## src/rtl/max7219_sequencer.sv

```systemverilog
// max7219_sequencer: word source for the MAX7219 SPI serializer (power-up init, then digit refresh).
// Optional feature macro: MAX7219_REINIT_EN (periodic re-init every REINIT_PASSES refresh passes).
module max7219_sequencer #(
    parameter logic [3:0] INTENSITY     = 4'h8,
    parameter int         REINIT_PASSES = 64
) (
    input  logic       sck,
    input  logic       rst_n,
    input  logic       finish,
    input  logic       wr_en,
    input  logic [2:0] wr_row,
    input  logic [7:0] wr_data,
    output logic [7:0] address,
    output logic [7:0] data,
    output logic       init_done
);

    typedef enum logic {
        ST_INIT    = 1'b0,
        ST_REFRESH = 1'b1
    } state_t;

    state_t     state_q;
    logic [2:0] idx_q;
    logic [7:0] address_q;
    logic [7:0] data_q;
    logic       init_done_q;
    logic [7:0] fb_q [8];

`ifdef MAX7219_REINIT_EN
    logic [7:0] pass_q;
    localparam logic [7:0] PASS_LAST = 8'(REINIT_PASSES - 1);
`endif

    if (REINIT_PASSES < 1 || REINIT_PASSES > 255) begin : g_bad_passes
        $error("REINIT_PASSES must be in 1..255");
    end

    function automatic logic [15:0] init_word(input logic [2:0] i);
        case (i)
            3'd0:    init_word = 16'h0C01;
            3'd1:    init_word = 16'h0900;
            3'd2:    init_word = 16'h0B07;
            3'd3:    init_word = {8'h0A, 4'h0, INTENSITY};
            default: init_word = 16'h0F00;
        endcase
    endfunction

    // Frame buffer; the sequencer reads the pre-write value on a coincident edge.
    always_ff @(posedge sck or negedge rst_n) begin
        if (!rst_n) begin
            for (int r = 0; r < 8; r++) begin
                fb_q[r] <= 8'h00;
            end
        end else if (wr_en) begin
            fb_q[wr_row] <= wr_data;
        end
    end

    always_ff @(posedge sck or negedge rst_n) begin
        if (!rst_n) begin
            state_q     <= ST_INIT;
            idx_q       <= 3'd0;
            address_q   <= 8'h0C;
            data_q      <= 8'h01;
            init_done_q <= 1'b0;
`ifdef MAX7219_REINIT_EN
            pass_q      <= 8'd0;
`endif
        end else if (finish) begin
            case (state_q)
                ST_INIT: begin
                    if (idx_q == 3'd4) begin
                        state_q     <= ST_REFRESH;
                        idx_q       <= 3'd0;
                        address_q   <= 8'h01;
                        data_q      <= fb_q[0];
                        init_done_q <= 1'b1;
                    end else begin
                        idx_q                 <= idx_q + 3'd1;
                        {address_q, data_q}   <= init_word(idx_q + 3'd1);
                    end
                end
                default: begin
                    if (idx_q == 3'd7) begin
`ifdef MAX7219_REINIT_EN
                        if (pass_q == PASS_LAST) begin
                            state_q     <= ST_INIT;
                            idx_q       <= 3'd0;
                            address_q   <= 8'h0C;
                            data_q      <= 8'h01;
                            init_done_q <= 1'b0;
                            pass_q      <= 8'd0;
                        end else begin
                            pass_q    <= pass_q + 8'd1;
                            idx_q     <= 3'd0;
                            address_q <= 8'h01;
                            data_q    <= fb_q[0];
                        end
`else
                        idx_q     <= 3'd0;
                        address_q <= 8'h01;
                        data_q    <= fb_q[0];
`endif
                    end else begin
                        idx_q     <= idx_q + 3'd1;
                        address_q <= {5'd0, idx_q} + 8'd2;
                        data_q    <= fb_q[idx_q + 3'd1];
                    end
                end
            endcase
        end
    end

    assign address   = address_q;
    assign data      = data_q;
    assign init_done = init_done_q;

endmodule

```

## config.mk

```make
export PLATFORM = sky130hd
export DESIGN_NAME = max7219_sequencer
export DESIGN_NICKNAME = d
export VERILOG_FILES = /design/src/rtl/max7219_sequencer.sv
export SDC_FILE = /design/constraint.sdc
export NUM_CORES = 1
export LEC_CHECK = 0
export BUFFER_PORTS_ARGS = -buffer_cell sky130_fd_sc_hd__buf_2
export CAP_MARGIN = 30
export CORE_MARGIN = 4
export CORE_UTILIZATION = 43
export CTS_CLUSTER_DIAMETER = 100
export DETAILED_ROUTE_END_ITERATION = 6
export SLEW_MARGIN = 10
export SYNTH_ARGS = -nofsm -noshare
export SYNTH_HDL_FRONTEND = slang
export SYNTH_SLANG_ARGS = --single-unit
export TNS_END_PERCENT = 50
```

## constraint.sdc

```tcl
create_clock -name sck -period 3.85 [get_ports sck]
set_input_delay 0.5775 -clock sck [delete_from_list [all_inputs] [get_ports sck]]
set_output_delay 0.5775 -clock sck [all_outputs]
set_load 0.02 [all_outputs]
```

==> impl_metrics.ini <==
[sta]
hold_violations = 0
finClkSkew_ns = 0.01088
period_needed_ns = 2.397
worst_slack_ns = 1.453
fmax_ghz = 0.4171
timing.setup.tns_ns = 0
rsz0062_at_grt = false
tightest_slew_ns = 0.9583
maxSlewViolCount = 0
hold_ws_ns = 0.2152
finalCritPeriodShare_pct = 62.27
setup-violations-final = 0
relSlewSlack_pct = 35.77

[synth]
synthSimpleGateAreaFrac_pct = 6.890
yosys_warnings = 0
synth-main-ff-cell = dfrtp_1
synth_seq_cells = 81
synth_fa_ha_area_share_pct = 1.932
yosys.area_share.xor_xnor_pct = 0
async_flop_share_pct = 100.0
syn_inst = 285
synth_cell_types = 38
syn_area_per_cell_um2 = 13.64
synthMuxAreaShare_pct = 29.04
synth_top_family_by_area = multiplexers
syn_area_um2 = 3886
synth-compound-area-share_pct = 6.825
synth_edf_count = 0
yosysSeqAreaShare_pct = 52.25

[final_layout]
diodes = 0
stdcell_count = 425
final_common_cell = dfrtp_1
drive_above_1_share_pct = 41.32
synthToLayoutAreaGrowth_pct = 11.94
final_util_pct = 49.64
final_nets = 333
layout_common_cells = dfrtp_1, mux2_2, buf_2
fillers = 791

[clock_network]
clkLatencyLatePin_ns = 0.36
clockRootBuffer = clkbuf_8
cts_tree = built
postCtsSetupBuffers = 0
clock_sinks = 81
htree_levels = 3
cts_buffers = 9
ctsResizeCount = 0
clk_path_buf_depth = 2
hold_buffers = 0
path_clk_slew_ns = 0.09

[global_routing]
grt_max_degree = 45
track_usage_pct = 17.36
grt_overflow = 0
globalRouteMet2Util_pct = 26.69
top_usage_layer = met2
use_met1_pct = 24.78
antenna_found_initial = 0
grt_util_met3_pct = 4.465
grt_pass1_wl_mm = 13.72
grt_pass1_vias = 2502

[place]
placed_cells = 409
io_buffers = 27
gp_congestion = 0.7273
place_hpwl_mm = 5.491
dpl_worst_slack_ns = 1.477

[detailed_routing]
num_vias = 2413
drcViolationCount = 0
via_per_inst = 5.678
wl_mm = 8.323
drtIter0Drc = 89
wl_per_cell_um = 19.58
drt_pass1_iterations = 4
antenna_left = 0

[pwr]
p_leak_nw = 1.904
peakVddDrop_mv = 0.3117
powerDensity_nw_per_um2 = 681.9

[worst_setup_path]
crit_type = reg -> reg
required_ns = 4.08
cp.arrival_ns = 2.63
start_kind = flip-flop
reg2regPathDepth = 6
r2r_slack_ns = 1.45
r2r-start = idx_q[1]$_DFFE_PN0P_
r2r-end = data[5]$_DFFE_PN0P_
endpoint_kind = flip-flop
crit_path_max_fanout = 10
crit_path_start = idx_q[1]$_DFFE_PN0P_

[floorplanning]
die_x_um = 103.1
coreArea_um2 = 8763
die_area_um2 = 10620
initial_core_util_pct = 44.35
pin_count = 32
rows = 34
die_h_um = 103.1

[worst_hold_path]
hp-class = in -> async

[flow_run]
cap_violations = 0

[status]
status = complete, no violations
-- power breakdown --
part / total (mW) / leakage, nW / internal, mW / switching [mW]
Clock: 0.698 / 0.110 / 0.370 / 0.327
Combinational: 1.06 / 0.830 / 0.544 / 0.518
Sequential: 1.21 / 0.964 / 1.08 / 0.130
-- per-layer routing --
| metal | wire length [um] | part of all wire (%) |
|---|---|---|
| met3 | 300 | 3.6 |
| met1 | 4003 | 48 |
| met2 | 3938 | 47 |
| met4 | 80 | 0.96 |
| met5 | 0 | 0 |
-- synthesized netlist by cell type (all sizes together) (2+ instances only) --
cell	number	share of area [%]
buf	7	1.3
nand4b	3	0.68
o221ai	2	0.45
mux2	66	19
a21o	2	0.39
nand3	8	1.0
nand2b	3	0.68
or2	2	0.32
nor2	14	1.4
ha	6	1.9
a22oi	5	0.97
a21oi	12	1.5
nor2b	3	0.48
nor3	3	0.64
mux2i	4	1.0
dfrtp	78	50
a31oi	6	0.97
nand2	7	0.68
clkbuf	12	1.2
o21ai	4	0.52
inv	5	0.48
o22ai	6	0.97
nor3b	2	0.64
mux4	14	8.9
dfstp	3	2.0
-- critical path, cell delays in order (launching register included) --
cell and delay (ns):
dfrtp_1 0.40, inv_1 0.11, ha_1 0.64, buf_4 0.28, mux4_1 0.56, a22oi_1 0.17, o22ai_1 0.10
-- worst max path at each step --
stage / endpoint / slack, ns
2_1_floorplan: data[3]$_DFFE_PN0P_ / 1.59
3_3_place_gp: data[2]$_DFFE_PN0P_ / 1.50
3_5_place_dp: data[5]$_DFFE_PN0P_ / 1.48
4_1_cts: data[2]$_DFFE_PN0P_ / 1.45
5_1_grt: data[0]$_DFFE_PN1P_ / 1.33
6_report: data[5]$_DFFE_PN0P_ / 1.45
-- per-stage QoR --
step | instance area, um^2 | total power, mW
4_1_cts | 4350 | 2.999
2_1_floorplan | 3897 | 2.007
3_3_place_gp | 4104 | 2.272
6_report | 4350 | 2.967
5_1_grt | 4350 | 3.154
3_5_place_dp | 4124 | 2.296
-- logic make-up (layout without fill, tap and decap cells) --
kind of cell	count (synthesis)	in the layout
AO/OA/AOI/OAI	42	42
AND/OR/NAND/NOR	47	47
flip-flops	81	81
buffers and inverters	24	53
adder cells (fa/ha/maj)	6	6
multiplexers	84	84
other	1	4
-- final cells by class --
class	count	area, um^2	share of cell area [%]
tap	108	135.1	3.106
multi-input combinational	183	1752	40.26
sequential	81	2031	46.68
timing repair buffer	32	187.7	4.314
inverter	5	18.77	0.4314
clock inverter	7	102.6	2.358
clock buffer	9	123.9	2.847
-- registers in the layout, indices dropped and copies added (netlist names) --
| register | flops |
|---|---|
| fb_q | 64 |
| data | 8 |
| address | 4 |
| idx_q | 3 |
| init_done | 1 |
| state_q | 1 |
No activity file was read; power rests on OpenSTA's default activity.
